File: config.mk
export PLATFORM = sky130hd
export DESIGN_NAME = syn_acache_fetch_sqncr
export DESIGN_NICKNAME = d
export VERILOG_FILES = /design/src/rtl/syn_acache_fetch_sqncr.sv
export SDC_FILE = /design/constraint.sdc
export NUM_CORES = 1
export LEC_CHECK = 0
export BUFFER_PORTS_ARGS = -buffer_cell sky130_fd_sc_hd__buf_2
export CAP_MARGIN = 40
export CORE_ASPECT_RATIO = 0.7
export CORE_UTILIZATION = 45
export CTS_CLUSTER_DIAMETER = 50
export CTS_CLUSTER_SIZE = 20
export DETAILED_ROUTE_END_ITERATION = 10
export PLACE_DENSITY = 0.7
export SYNTH_ARGS = -nofsm -noshare
export SYNTH_HDL_FRONTEND = slang
export SYNTH_SLANG_ARGS = --single-unit
File: constraint.sdc
create_clock -name clk_ir -period 2.7 [get_ports clk_ir]
set_input_delay 0.405 -clock clk_ir [delete_from_list [all_inputs] [get_ports clk_ir]]
set_output_delay 0.405 -clock clk_ir [all_outputs]
set_load 0.1 [all_outputs]
File: src/rtl/syn_acache_fetch_sqncr.sv
`default_nettype none
// ============================================================================
// Module   : syn_acache_fetch_sqncr
// Purpose  : Fetches one PCM frame from the audio cache read port in natural
//            or bit-reversed address order. Hides the fixed RAM read latency
//            and streams samples to the FFT front end over valid/ready, with
//            a credit-limited skid FIFO so backpressure never loses data.
// Revision : 1.0  initial release
// ============================================================================
module syn_acache_fetch_sqncr #(
    parameter int P_PCM_RAM_ADDR_W = 7,
    parameter int P_PCM_RAM_DATA_W = 32,
    parameter int P_RD_LAT         = 2,
    parameter int P_FIFO_DEPTH     = 4
) (
    input  logic                        clk_ir,
    input  logic                        rst_il,
    input  logic                        pcm_data_rdy_oh,
    input  logic                        fetch_en,
    input  logic                        bit_rev_en,
    output logic                        mem_rden,
    output logic [P_PCM_RAM_ADDR_W-1:0] mem_addr,
    input  logic [P_PCM_RAM_DATA_W-1:0] mem_rdata,
    output logic [P_PCM_RAM_DATA_W-1:0] smpl_data,
    output logic [P_PCM_RAM_ADDR_W-1:0] smpl_idx,
    output logic                        smpl_last,
    output logic                        smpl_valid,
    input  logic                        smpl_ready,
    output logic                        busy,
    output logic                        ovrn_err_oh,
    output logic [15:0]                 frame_cnt
);

    localparam int AW = P_PCM_RAM_ADDR_W;
    localparam int DW = P_PCM_RAM_DATA_W;
    localparam int PW = $clog2(P_FIFO_DEPTH);
    localparam int CW = $clog2(P_FIFO_DEPTH) + 1;
    localparam logic [AW-1:0] LAST_IDX = '1;

    typedef enum logic [1:0] {
        ST_IDLE  = 2'd0,
        ST_FETCH = 2'd1,
        ST_DRAIN = 2'd2
    } state_t;

    state_t          state;
    state_t          state_nxt;
    logic [AW-1:0]   rd_ptr;
    logic            rev_f;
    logic [CW-1:0]   inflight_cnt;
    logic [CW-1:0]   fifo_cnt;
    logic [PW-1:0]   wr_pos;
    logic [PW-1:0]   rd_pos;
    logic            pipe_vld [P_RD_LAT];
    logic [AW-1:0]   pipe_idx [P_RD_LAT];
    logic [DW-1:0]   fifo_data [P_FIFO_DEPTH];
    logic [AW-1:0]   fifo_idx  [P_FIFO_DEPTH];

    logic            start;
    logic            credit_ok;
    logic            issue;
    logic            push;
    logic            pop;
    logic            fifo_empty;
    logic            drain_done;

    function automatic logic [AW-1:0] bitrev(input logic [AW-1:0] a);
        logic [AW-1:0] r;
        for (int b = 0; b < AW; b++) begin
            r[b] = a[AW-1-b];
        end
        return r;
    endfunction

    // Handshake, credit and issue decode shared by the FSM and datapath.
    // Outstanding reads (in flight + buffered) never exceed the FIFO depth,
    // so a returning beat always finds a free FIFO slot.
    always_comb begin
        fifo_empty = (fifo_cnt == '0);
        start      = (state == ST_IDLE) && pcm_data_rdy_oh && fetch_en;
        credit_ok  = ({1'b0, fifo_cnt} + {1'b0, inflight_cnt}) < (CW+1)'(P_FIFO_DEPTH);
        issue      = (state == ST_FETCH) && credit_ok;
        push       = pipe_vld[P_RD_LAT-1];
        pop        = !fifo_empty && smpl_ready;
        drain_done = (state == ST_DRAIN) && (inflight_cnt == '0) && fifo_empty;
        mem_rden   = issue;
        mem_addr   = rev_f ? bitrev(rd_ptr) : rd_ptr;
        busy       = (state != ST_IDLE);
        smpl_valid = !fifo_empty;
        smpl_data  = fifo_empty ? '0 : fifo_data[rd_pos];
        smpl_idx   = fifo_empty ? '0 : fifo_idx[rd_pos];
        smpl_last  = !fifo_empty && (fifo_idx[rd_pos] == LAST_IDX);
    end

    // Next-state logic: fetch until the last address is issued, then drain.
    always_comb begin
        state_nxt = state;
        case (state)
            ST_IDLE:  if (start) state_nxt = ST_FETCH;
            ST_FETCH: if (issue && (rd_ptr == LAST_IDX)) state_nxt = ST_DRAIN;
            ST_DRAIN: if (drain_done) state_nxt = ST_IDLE;
            default:  state_nxt = ST_IDLE;
        endcase
    end

    // State register.
    always_ff @(posedge clk_ir or negedge rst_il) begin
        if (!rst_il) state <= ST_IDLE;
        else         state <= state_nxt;
    end

    // Read pointer, order latch, credit counters, frame counter, error pulse.
    // rd_ptr parks at N-1 after the last issue; only a frame start clears it.
    always_ff @(posedge clk_ir or negedge rst_il) begin
        if (!rst_il) begin
            rd_ptr       <= '0;
            rev_f        <= 1'b0;
            inflight_cnt <= '0;
            fifo_cnt     <= '0;
            wr_pos       <= '0;
            rd_pos       <= '0;
            frame_cnt    <= '0;
            ovrn_err_oh  <= 1'b0;
            for (int k = 0; k < P_RD_LAT; k++) pipe_vld[k] <= 1'b0;
        end else begin
            if (start) begin
                rd_ptr <= '0;
                rev_f  <= bit_rev_en;
            end else if (issue && (rd_ptr != LAST_IDX)) begin
                rd_ptr <= rd_ptr + AW'(1);
            end
            inflight_cnt <= inflight_cnt + CW'(issue) - CW'(push);
            fifo_cnt     <= fifo_cnt + CW'(push) - CW'(pop);
            if (push) wr_pos <= wr_pos + PW'(1);
            if (pop)  rd_pos <= rd_pos + PW'(1);
            if (drain_done) frame_cnt <= frame_cnt + 16'd1;
            ovrn_err_oh <= pcm_data_rdy_oh && fetch_en && (state != ST_IDLE);
            pipe_vld[0] <= issue;
            for (int k = 1; k < P_RD_LAT; k++) pipe_vld[k] <= pipe_vld[k-1];
        end
    end

    // Tag pipeline and FIFO storage; contents are qualified by the valid bits
    // and counters above, so they need no reset.
    always_ff @(posedge clk_ir) begin
        pipe_idx[0] <= rd_ptr;
        for (int k = 1; k < P_RD_LAT; k++) pipe_idx[k] <= pipe_idx[k-1];
        if (push) begin
            fifo_data[wr_pos] <= mem_rdata;
            fifo_idx[wr_pos]  <= pipe_idx[P_RD_LAT-1];
        end
    end

endmodule
`default_nettype wire

; After elaboration in Yosys (flattened, before gate mapping)
; Memories as Yosys holds them, arrays and structs flattened.
; Cells that the tools add are included.
[op_classes]
magnitude_cmp = 1
n_eq_ne = 8
add_sub_neg = 9
mux = 11
reduce_logical = 18
[ops]
columns = cell, count
row1 = 2-to-1 mux 32 bit, 1
row2 = 2-to-1 mux 7 bit, 4
row3 = "adder 16 x 1 -> 16 bit, second input constant", 1
row4 = "== test 7 bit, second input constant", 2
row5 = logical AND 1 bit, 11
row6 = "adder 7 x 1 -> 7 bit, second input constant", 1
row7 = "!= test 7 bit, second input constant", 1
row8 = adder 3 x 1 -> 3 bit, 2
row9 = zero test 3 bit, 2
row10 = 2-to-1 mux 2 bit, 3
row11 = one-hot mux 2 bit (3 select lines), 1
row12 = subtractor 3 x 1 -> 3 bit, 2
row13 = "adder 2 x 1 -> 2 bit, second input constant", 2
row14 = adder 3 x 3 -> 4 bit, 1
row15 = "< comparator 4 x 3 -> 1 bit, second input constant", 1
row16 = "!= test 2 bit, second input constant", 2
row17 = nonzero test 2 bit, 2
row18 = AND reduction 3 bit, 1
row19 = "== test 2 x 1 -> 1 bit, second input constant", 1
row20 = "== test 2 bit, second input constant", 1
row21 = zero test 2 bit, 1
row22 = 2-to-1 mux 1 bit, 2
row23 = "!= test 2 x 1 -> 1 bit, second input constant", 1
row24 = zero test 1 bit, 1
[word_totals]
elab_cells = 61
inputBits = 38
regBits = 39
n_memories = 3
output_inout_bits = 67
ramBits = 170
[mem_list]
columns = name, depth, width, read_ports, rd_clocked_by_memory_dff, wr, line
row1 = fifo_data, 4, 32, 1, 0, 1, 56  ; logic [DW-1:0] fifo_data [P_FIFO_DEPTH];
row2 = fifo_idx, 4, 7, 1, 0, 1, 57  ; logic [AW-1:0] fifo_idx [P_FIFO_DEPTH];
row3 = pipe_idx, 2, 7, 2, 0, 2, 55  ; logic [AW-1:0] pipe_idx [P_RD_LAT];

; Depth between registers and ports, before layout
; Gate-level depths: netlist of the first run.
[depth]
depth_word = 6
mapped_depth = 10
ltp_nobuf = 10

; Least setup slack after synthesis of the first run
; No wires, ideal clock.
[synth_timing]
path_kind = register to output
startpoint = reg rd_pos[0]
endpoint = out smpl_last
path_buffers = 2
arrival_ns = 2.717
required_ns = 2.295
path_stages_with_launch = 6
slack_ns = -0.422
cell_sequence = dfrtp_1 > buf_2 > buf_4 > mux4_2 > and2_1 > and4_1
[synth_between]
elab_chain_cells = 3
[synth_lines]
columns = item, line
row1 = "start, declared", 53  ; logic [PW-1:0] rd_pos;
row2 = "start signal, assigned", 135  ; if (pop) rd_pos <= rd_pos + PW'(1);
row3 = memory read (4 x 7 bit), --
row4 = == test 7 bit, 92  ; smpl_last = !fifo_empty && (fifo_idx[rd_pos] == LAST_IDX);
row5 = logical AND 1 bit, 92
row6 = "end, declared", 26  ; output logic smpl_last,
; Every way passes these cells.

; Worst setup path after layout of the first run
[layout_timing]
startpoint = reg inflight_cnt[2]
endpoint = out mem_rden
[layout_between]
elab_chain_cells = 3
[layout_lines]
columns = item, line
row1 = "start, declared", 50  ; logic [CW-1:0] inflight_cnt;
row2 = "start signal, assigned", 132  ; inflight_cnt <= inflight_cnt + CW'(issue) - CW'(push);
row3 = adder 3 x 3 -> 4 bit, 81  ; credit_ok = ({1'b0, fifo_cnt} + {1'b0, inflight_cnt}) < (CW+1)'(P_FIFO_DEPTH);
row4 = < comparator 4 x 3 -> 1 bit, 81
row5 = logical AND 1 bit, 82  ; issue = (state == ST_FETCH) && credit_ok;
row6 = "end, declared", 21  ; output logic mem_rden,
; Every way passes these cells.

==> flow_summary_export.csv, run 1 <==
group,metric,value,unit
final_layout,layout.cells.most_common,"edfxtp_1",
final_layout,layout.area.seq,5950,µm²
timing,minimum_clock_period,2.64,ns
worst_hold_path,holdCritPathClass,"input port to flip-flop",
timing,number_of_max_slew_violations_in_the_final_report,0,
final_layout,multi_input_area,2070,µm²
synthesis,number_of_enable_type_register_cells_in_the_synthesized_netlist,156,
cts,tritoncts,"done",
cts,cts.sink_count,209,
final_layout,antenna_cells,0,
setup_path,critPathArrivalTime,2.23,ns
setup_path,cp_cell_sequence,"ha_1 > or3_1 > a311o_1 > clkinvlp_4 > buf_12",
setup_path,worst_path_max_delay_cell,"dfrtp_1",
setup_path,critPathBufInv,2,
route,1st_pass_router_iterations,4,
final_layout,post-route-cell-area,10100,µm²
synthesis,cell_count_after_synthesis,439,
timing,max-slew-margin-rel,61.9,%
placement,post-dp-hpwl,9380,µm
setup_path,critPathLaunch,"inflight_cnt[2]$_DFF_PN0_",
final_layout,fillerInstances,1289,
floorplanning,die-width,163,µm
setup_path,r2r_start,"inflight_cnt[2]$_DFF_PN0_",
final_layout,fin_cells,808,
placement,finalWeightedCongestion,0.787,
final_layout,share_of_cells_above_drive_strength_1,36.6,%
synthesis,synthesis.area,8120,µm²
setup_path,worst_ep_required,2.30,ns
setup_path,timing.reg2reg.setup_slack,0.25,ns
floorplanning,design.die.area,18600,µm²
route,route.vias.total,4190,
global_routing,maximum_number_of_pins_on_one_net_before_global_route_repair,41,
setup_path,worstSetupPathDepth,5,
setup_path,critical_path.reg2reg.endpoint,"rd_ptr[5]$_DFFE_PN0P_",
cts,number_of_clock_buffers_inserted_by_tritoncts,16,
synthesis,synth_fp_nets,491,
route,post_drt_via_cell_ratio,5.19,
synthesis,yosys.cell_types.count,39,
cts,cts_max_path_buffers,3,
final_layout,layout_overhead_on_the_synthesized_area,24.0,%
setup_path,worst-r2r-cell-count,7,
global_routing,grt_pass1_wl,23200,µm
setup_path,critical_path_maximum_fanout,4,
setup_path,crit_path_end_kind,"output port",
floorplanning,floorplan.io_pins,105,
timing,finClkSkew,0.0223,ns
global_routing,initial_antenna_violation_count,1,
flow_run,max-cap-violations,0,
synthesis,async_flop_share,18.7,%
synthesis,postSynth.topFlopCell,"edfxtp_1",
setup_path,cp-endpoint,"mem_rden",
synthesis,yosys_warnings,0,
cts,clock_latency,0.48,ns
synthesis,synth.avg_cell_area,18.5,µm²
placement,buffer_ports.inserted,104,
global_routing,grt_pass1_vias,4436,
route,drt_drc_violations_left,0,
route,route.antenna.remaining_nets,0,
cts,cts.clk_slew.worst_paths,0.08,ns
timing,finalHoldViolCount,0,
placement,placedCellCount,774,
floorplanning,start_util,46.6,%
synthesis,synth_seq_area_share,73.2,%
timing,fin_ws,0.0602,ns
setup_path,crit_path_start_kind,"flip-flop",
timing,clock.fmax,0.379,GHz
floorplanning,rows,40,
timing,setup_viol,0,
timing,worst_pin_slew,0.572,ns
cts,cts.htree.levels,1,
outcome,run_status,"complete, no violations",
placement,detailedPlace.worstSlack,0.275,ns
route,dr.first_iter.drc_count,233,
floorplanning,std_cell_core_area,17400,µm²
final_layout,final_nets,619,
timing,final_min_period_over_clock_period,97.8,%
final_layout,final_cell_mix,"edfxtp_1, buf_2, and2_1",
setup_path,crit_family,"flip-flops",
floorplanning,die_y,114,µm
synthesis,synth.ff_latch_count,209,
route,routed_wire_length_per_instance,17.9,µm
setup_path,worstSetupPathType,"flip-flop to output port",
cts,clk_root_buffer_cell,"clkbuf_16",
setup_path,max_stage_delay,0.42,ns
placement,placed_cell_area,9400,µm²
global_routing,grt.overflow.total,0,
route,wirelength,14400,µm
global_routing,gr-usage-all-layers,16.2,%
-- kinds of logic (layout without fill, tap and decap cells) --
kind of cell | Yosys count | in the layout | synth area share [%]
mux | 48 | 48 | 12.1
simple gates | 98 | 98 | 7.00
buf+inv | 32 | 170 | 1.65
flops | 209 | 209 | 73.2
compound gates | 16 | 16 | 1.37
fa+ha+maj | 14 | 14 | 2.34
xor+xnor | 22 | 22 | 2.37
-- timing repair --
action	4_1_cts	5_1_grt
hold endpoints to repair	39	0
endpoints found under the setup margin	20	11
pin swaps	0	1
hold buffers	1	0
resized for setup	1	13
buffers inserted	1	5
-- per-stage QoR --
step           setup TNS [ns]  hold slack (ns)  utilization [%]
6_report                    0            0.139             57.8
5_1_grt               -0.0502            0.123             57.8
4_1_cts                     0            0.121             57.4
3_5_place_dp                0            0.223             54.0
3_3_place_gp                0            0.315             53.8
2_1_floorplan               0            0.109                -
-- cells in the mapped netlist, types with 9 or more instances --
cell | n | area, µm²
dfrtp_1 | 39 | 976
edfxtp_1 | 156 | 4680
xnor2_1 | 15 | 131
nor2_1 | 10 | 37.5
dfxtp_1 | 14 | 280
and2_1 | 45 | 282
ha_1 | 12 | 150
nand2_1 | 10 | 37.5
clkbuf_1 | 9 | 33.8
mux4_2 | 39 | 878
inv_1 | 15 | 56.3
-- how the worst min path moves through the flow --
stage | from | endpoint | slack, ns | cells past startpoint
after floorplan | rst_il | fifo_cnt[0]$_DFF_PN0_ | 0.11 | 0
after global placement | pipe_idx[0][4]$_DFF_P_ | pipe_idx[0][11]$_DFF_P_ | 0.31 | 0
after detailed placement | rst_il | frame_cnt[13]$_DFFE_PN0P_ | 0.22 | 1
after CTS | mem_rdata[28] | fifo_data[2][28]$_DFFE_PP_ | 0.12 | 1
after global routing | mem_rdata[17] | fifo_data[1][17]$_DFFE_PP_ | 0.12 | 1
final | mem_rdata[20] | fifo_data[1][20]$_DFFE_PP_ | 0.14 | 1
-- state kept, by name, summed over array words and instances, names as in the netlist --
name	cells
rev_f	1
rd_ptr	7
push	1
frame_cnt	16
ovrn_err_oh	1
inflight_cnt	3
pipe_idx	14
fifo_data	128
pipe_vld	1
state	2
wr_pos	2
rd_pos	2
fifo_cnt	3
fifo_idx	28
-- per-layer routing --
metal,wire length (µm),vias up,GRT usage [%]
met4,343,2,4.84
li1,-,1931,-
met5,11,-,0
met1,6380,2143,21.1
met2,7180,90,27.7
met3,508,24,3.01
-- final cells by class --
class	count	area share (%)
clock buffer	22	4.51
clock inverter	6	1.14
inverter	15	0.597
multi-input combinational	198	20.5
sequential	209	59.1
tap	231	2.87
timing repair buffer	127	11.2
Power of run 1 is left out: the tool's default activity adds up to more than one toggle a clock period on the data nets, which glitch-free logic cannot reach.
==> run 2: changes to the inputs <==
Settings changed: ABC_AREA set to 1, PLACE_DENSITY 0.7 to 0.69.
==> run 2 against run 1 <==
The run now ends with design-rule violations left. Via count increased by 34%. Largest cell class unchanged. Register-to-register slack improved by 0.36 ns. Non-clock buffer count down 8. Sequential share of layout area decreased by 3.6 points.
==> flow_summary_export.csv, run 2 <==
group,metric,value,unit
final_layout,largest_register_ffs,128,
setup_path,worstSetupPathType,"flip-flop to output port",
timing,finalHoldViolCount,0,
synthesis,synth_fa_ha_area_share,2.23,%
timing,number_of_max_slew_violations_in_the_final_report,0,
synthesis,synth.avg_cell_area,11.2,µm²
final_layout,final_nets,915,
final_layout,fillerInstances,1452,
synthesis,post_synth_xor_xnor_area,1.54,%
synthesis,yosys_warnings,0,
synthesis,synth_seq_area_share,69.8,%
route,wirelength,17400,µm
setup_path,critical_path_maximum_fanout,7,
final_layout,layout_overhead_on_the_synthesized_area,25.8,%
floorplanning,design.die.area,19500,µm²
synthesis,cell_count_after_synthesis,757,
setup_path,crit_path_start_kind,"flip-flop",
timing,setup_repair_after_global_routing_missed_its_margin,"false",
route,dr.first_iter.drc_count,344,
outcome,violations_in_the_final_reports,"design-rule violations",
synthesis,synth.ff_latch_count,209,
timing,finalSetupTns,0,ns
route,route.vias.total,5633,
floorplanning,die_y,117,µm
synthesis,post-synth-top-area-cell,"edfxtp_1",
global_routing,initial_antenna_violation_count,0,
route,route.antenna.remaining_nets,0,
route,1st_pass_router_iterations,8,
setup_path,crit_path_end_kind,"output port",
cts,clk_root_buffer_cell,"clkbuf_16",
synthesis,synthMostInstantiatedCell,"nor2_1",
final_layout,layout.cells.most_common,"nor2_1",
flow_run,max-cap-violations,0,
synthesis,fraction_of_post_synthesis_cell_area_in_the_top_cell_type_by_area,55.0,%
synthesis,yosys.cell_types.count,30,
final_layout,reg.largest.list,"fifo_data: 128 flops, fifo_idx: 28 flops, frame_cnt: 16 flops",
timing,clock.fmax,0.395,GHz
final_layout,largest-register,"fifo_data",
cts,cts_max_path_buffers,3,
timing,worst_pin_slew,0.623,ns
timing,final_min_period_over_clock_period,93.7,%
final_layout,final_cell_mix,"nor2_1, edfxtp_1, nand2_1",
route,routed_wire_length_per_instance,15.6,µm
outcome,run_status,"finished, violations left",
placement,post-dp-hpwl,10400,µm
synthesis,number_of_enable_type_register_cells_in_the_synthesized_netlist,156,
final_layout,antenna_cells,0,
worst_hold_path,holdCritPathClass,"input port to flip-flop",
floorplanning,std_cell_core_area,18300,µm²
floorplanning,start_util,46.6,%
cts,number_of_clock_buffers_inserted_by_tritoncts,19,
floorplanning,die-width,166,µm
global_routing,grt.overflow.total,0,
synthesis,postSynth.topFlopCell,"edfxtp_1",
setup_path,worst_ep_required,2.30,ns
synthesis,main_combinational_cell_family_by_area_after_synthesis,"simple AND/OR/NAND/NOR gates",
synthesis,synth-compound-area-share,6.70,%
placement,finalWeightedCongestion,0.844,
timing,minimum_clock_period,2.53,ns
cts,cts.sink_count,209,
timing,finClkSkew,0.0179,ns
cts,clock_latency,0.48,ns
route,drt_drc_violations_left,1,
global_routing,gr-usage-all-layers,17.6,%
cts,tritoncts,"done",
final_layout,share_of_cells_above_drive_strength_1,21.9,%
synthesis,synthesis.area,8510,µm²
timing,fin_hold_ws,0.130,ns
floorplanning,rows,41,
synthesis,async_flop_share,18.7,%
synthesis,synth.area.mux_share,0,%
cts,cts.clk_slew.worst_paths,0.07,ns
synthesis,post_synth_main_area_contributors,"edfxtp_1, dfrtp_1, nor2_1",
global_routing,grt_pass1_wl,27100,µm
setup_path,critPathArrivalTime,2.12,ns
timing,setup_viol,0,
synthesis,synth_fp_nets,809,
timing,max-slew-margin-rel,58.5,%
route,post_drt_via_cell_ratio,5.07,
synthesis,synth_simple_gate_area_share,15.5,%
synthesis,synthTopCellsByCount,"nor2_1, edfxtp_1, nand2_1, o21ai_0, inv_1",
global_routing,grt_pass1_vias,5215,
global_routing,maximum_number_of_pins_on_one_net_before_global_route_repair,81,
floorplanning,floorplan.io_pins,105,
placement,buffer_ports.inserted,104,
cts,cts.htree.levels,1,
-- run 2: cell count changes after synthesis, sizes merged, moves of 12 or more --
cell and change:
o21ai +73, buf +12, xnor2 -12, nand2 +102, nor2 +156, mux4 -39
inv +32, and2 -45, a21oi +35, nand3 +27
-- run 2: worst paths after layout --
| path | start | to | slack [ns] | cells past startpoint |
|---|---|---|---|---|
| max in group asynchronous | rst_il | rd_pos[0]$_DFFE_PN0P_ | 1.89 | 3 |
| max | fifo_cnt[2]$_DFF_PN0_ | mem_rden | 0.17 | 5 |
| min | bit_rev_en | rev_f$_DFFE_PN0P_ | 0.13 | 3 |
| min reg2reg | pipe_idx[0][6]$_DFF_P_ | pipe_idx[0][13]$_DFF_P_ | 0.32 | 0 |
| max reg2reg | fifo_cnt[1]$_DFF_PN0_ | frame_cnt[4]$_DFFE_PN0P_ | 0.61 | 7 |
| min in group asynchronous | rst_il | rd_ptr[5]$_DFFE_PN0P_ | 0.34 | 2 |
-- run 2: worst max-delay path, cell delays in order, from the launching register on --
cell and delay (ns):
dfrtp_1 0.43, ha_1 0.29, nor2_1 0.09, nand2_1 0.08, nor2_2 0.25, buf_2 0.50
-- run 2: timing repair --
item                       4_1_cts  5_1_grt
gates resized for setup          0        3
hold endpoints to repair        11        0
setup buffers                    0        0
hold buffers                     1        0
setup endpoints to repair        0       12
-- run 2: layer usage --
metal	vias up	global-route usage, %	share of wire, %
li1	2772	-	-
met1	2697	24.7	46
met2	143	29.1	48
met3	21	2.96	4.6
met4	0	4.07	1.5
met5	-	0	0
-- run 2: through the flow --
step           std cells  setup WS, ns  area [µm²]  utilization [%]
4_1_cts             1110        0.0610       10700             58.4
3_5_place_dp        1076         0.592       10000             54.9
2_1_floorplan        757        -0.410        8650                -
5_1_grt             1111        0.0572       10700             58.6
6_report            1111         0.171       10700             58.6
3_3_place_gp        1075         0.597       10000             54.8
-- run 2: layout make-up --
cell class                 instances  area, µm²  share of cell area, %
timing repair buffer             119       1300                   12.1
tap                              236        295                   2.76
clock buffer                      22        487                   4.55
clock inverter                    11        155                   1.45
multi-input combinational        466       2350                   21.9
sequential                       209       5940                   55.5
inverter                          48        183                   1.71
-- run 2: logic make-up (layout without fill, tap and decap cells) --
| logic type | Yosys count | in the layout |
|---|---|---|
| buf+inv | 82 | 200 |
| xor+xnor | 15 | 15 |
| simple gates | 323 | 323 |
| flops | 209 | 209 |
| compound gates | 114 | 114 |
| fa+ha+maj | 14 | 14 |
Power of run 2 is left out for the same reason.
==> run 3: changes to the inputs <==
Settings changed: CORE_UTILIZATION 45 to 50, PLACE_DENSITY 0.69 to 0.75, SLEW_MARGIN set to 20.
==> run 3 against run 2 <==
The run now ends clean. Routed wire length up 0.31%. Clock skew down 0.0042 ns. Worst setup slack worse by 0.062 ns. Core utilization up 5.2 points. Final cell count down 1.6%. Flip-flop and latch count unchanged. Critical path depth unchanged. Die area down 9.9%.
==> flow_summary_export.csv, run 3 (synthesis results as in run 2) <==
group,metric,value,unit
floorplanning,start_util,51.6,%
timing,max-slew-margin-rel,58.0,%
floorplanning,std_cell_core_area,16500,µm²
timing,worst_pin_slew,0.631,ns
final_layout,post-route-cell-area,10500,µm²
floorplanning,rows,39,
setup_path,crit_path_end_kind,"output port",
route,route.antenna.remaining_nets,0,
final_layout,share_of_cells_above_drive_strength_1,21.3,%
cts,number_of_clock_buffers_inserted_by_tritoncts,16,
final_layout,layout_overhead_on_the_synthesized_area,23.7,%
setup_path,critical_path.reg2reg.endpoint,"fifo_cnt[2]$_DFF_PN0_",
global_routing,gr-usage-all-layers,20.5,%
setup_path,timing.reg2reg.setup_slack,0.63,ns
final_layout,final_nets,910,
route,dr.first_iter.drc_count,416,
setup_path,r2r_start,"fifo_cnt[1]$_DFF_PN0_",
cts,clk_root_buffer_cell,"clkbuf_16",
worst_hold_path,holdCritPathClass,"input port to flip-flop",
route,post_drt_via_cell_ratio,5.16,
cts,tritoncts,"done",
outcome,run_status,"complete, no violations",
final_layout,final_cell_mix,"nor2_1, edfxtp_1, nand2_1",
final_layout,antenna_cells,0,
placement,placed_cell_area,9990,µm²
placement,buffer_ports.inserted,104,
placement,finalWeightedCongestion,0.843,
floorplanning,design.die.area,17600,µm²
cts,cts.sink_count,209,
placement,post-dp-hpwl,10500,µm
final_layout,largest_register_ffs,128,
global_routing,maximum_number_of_pins_on_one_net_before_global_route_repair,81,
route,1st_pass_router_iterations,5,
global_routing,grt_pass1_wl,27800,µm
timing,number_of_max_slew_violations_in_the_final_report,0,
timing,clock.fmax,0.386,GHz
cts,clock_latency,0.48,ns
route,drt_drc_violations_left,0,
setup_path,max_stage_delay,0.44,ns
final_layout,layout.cells.most_common,"nor2_1",
setup_path,critical_path_maximum_fanout,26,
setup_path,worstSetupPathType,"flip-flop to output port",
timing,finalHoldViolCount,0,
cts,cts_max_path_buffers,3,
setup_path,cp-endpoint,"smpl_data[30]",
timing,final_min_period_over_clock_period,95.9,%
floorplanning,die_y,111,µm
setup_path,worst_path_max_delay_cell,"dfrtp_2",
route,route.vias.total,5644,
setup_path,critPathLaunch,"rd_pos[0]$_DFFE_PN0P_",
final_layout,reg.largest.list,"fifo_data: 128 flops, fifo_idx: 28 flops, frame_cnt: 16 flops",
global_routing,grt_pass1_vias,5314,
final_layout,largest-register,"fifo_data",
floorplanning,floorplan.io_pins,105,
timing,setup_viol,0,
cts,cts.clk_slew.worst_paths,0.08,ns
setup_path,cp_cell_sequence,"inv_2 > buf_4 > o21ai_0 > a21oi_2 > buf_12",
global_routing,grt.overflow.total,0,
global_routing,initial_antenna_violation_count,0,
timing,minimum_clock_period,2.59,ns
timing,finClkSkew,0.0137,ns
setup_path,worst-r2r-cell-count,8,
setup_path,critPathArrivalTime,2.19,ns
route,routed_wire_length_per_instance,15.9,µm
flow_run,max-cap-violations,0,
cts,post-cts-setup-buffer-count,0,
route,wirelength,17400,µm
setup_path,crit_path_start_kind,"flip-flop",
floorplanning,die-width,158,µm
final_layout,fillerInstances,1263,
cts,cts.htree.levels,1,
timing,setup_repair_after_global_routing_missed_its_margin,"false",
setup_path,worst_ep_required,2.30,ns
## run 3: area by class of cell
class,instances,area [µm²],area share (%)
Clock buffer,21,442,4.19
Inverter,48,180,1.71
Multi-Input combinational cell,466,2350,22.3
Sequential cell,209,5940,56.4
Tap cell,225,282,2.67
Timing Repair Buffer,117,1250,11.9
Clock inverter,7,86.3,0.820
## run 3: timing repair
action,CTS,global route
hold endpoints to repair,16,0
hold buffers,1,0
endpoints found under the setup margin,0,16
resized for setup,0,1
## run 3: stage by stage
stage                     hold slack, ns  worst slack [ns]  utilization [%]  cells  TNS [ns]
after floorplan                    0.109            -0.410                -    757     -1.61
after global placement             0.314             0.593             60.6   1064         0
after detailed placement           0.314             0.583             60.6   1064         0
after CTS                          0.114            0.0584             63.8   1093         0
after global routing               0.115           0.00380             63.8   1093         0
final                              0.126             0.110             63.8   1093         0
## run 3: worst min path at each step
stage	start	to	slack, ns	cells past startpoint
after floorplan	rst_il	fifo_cnt[0]$_DFF_PN0_	0.11	0
after global placement	pipe_idx[0][3]$_DFF_P_	pipe_idx[0][10]$_DFF_P_	0.31	0
after detailed placement	pipe_idx[0][6]$_DFF_P_	pipe_idx[0][13]$_DFF_P_	0.31	0
after CTS	mem_rdata[21]	fifo_data[3][21]$_DFFE_PP_	0.11	1
after global routing	mem_rdata[10]	fifo_data[3][10]$_DFFE_PP_	0.12	1
final	bit_rev_en	rev_f$_DFFE_PN0P_	0.13	3
## run 3: metal layers
layer	vias to the layer above	global-route usage, %	part of all wire [%]
li1	2755	-	-
met1	2704	30.3	46
met2	162	31.7	46
met3	23	3.48	6.0
met4	0	4.68	1.4
met5	-	0	0
## run 3: critical path: cells and delay by family, from the launching register on
kind / cells / cell delay [ns]
flops: 1 / 0.44
buf+inv: 3 / 0.83
compound gates: 2 / 0.44
Power of run 3 is left out for the same reason.
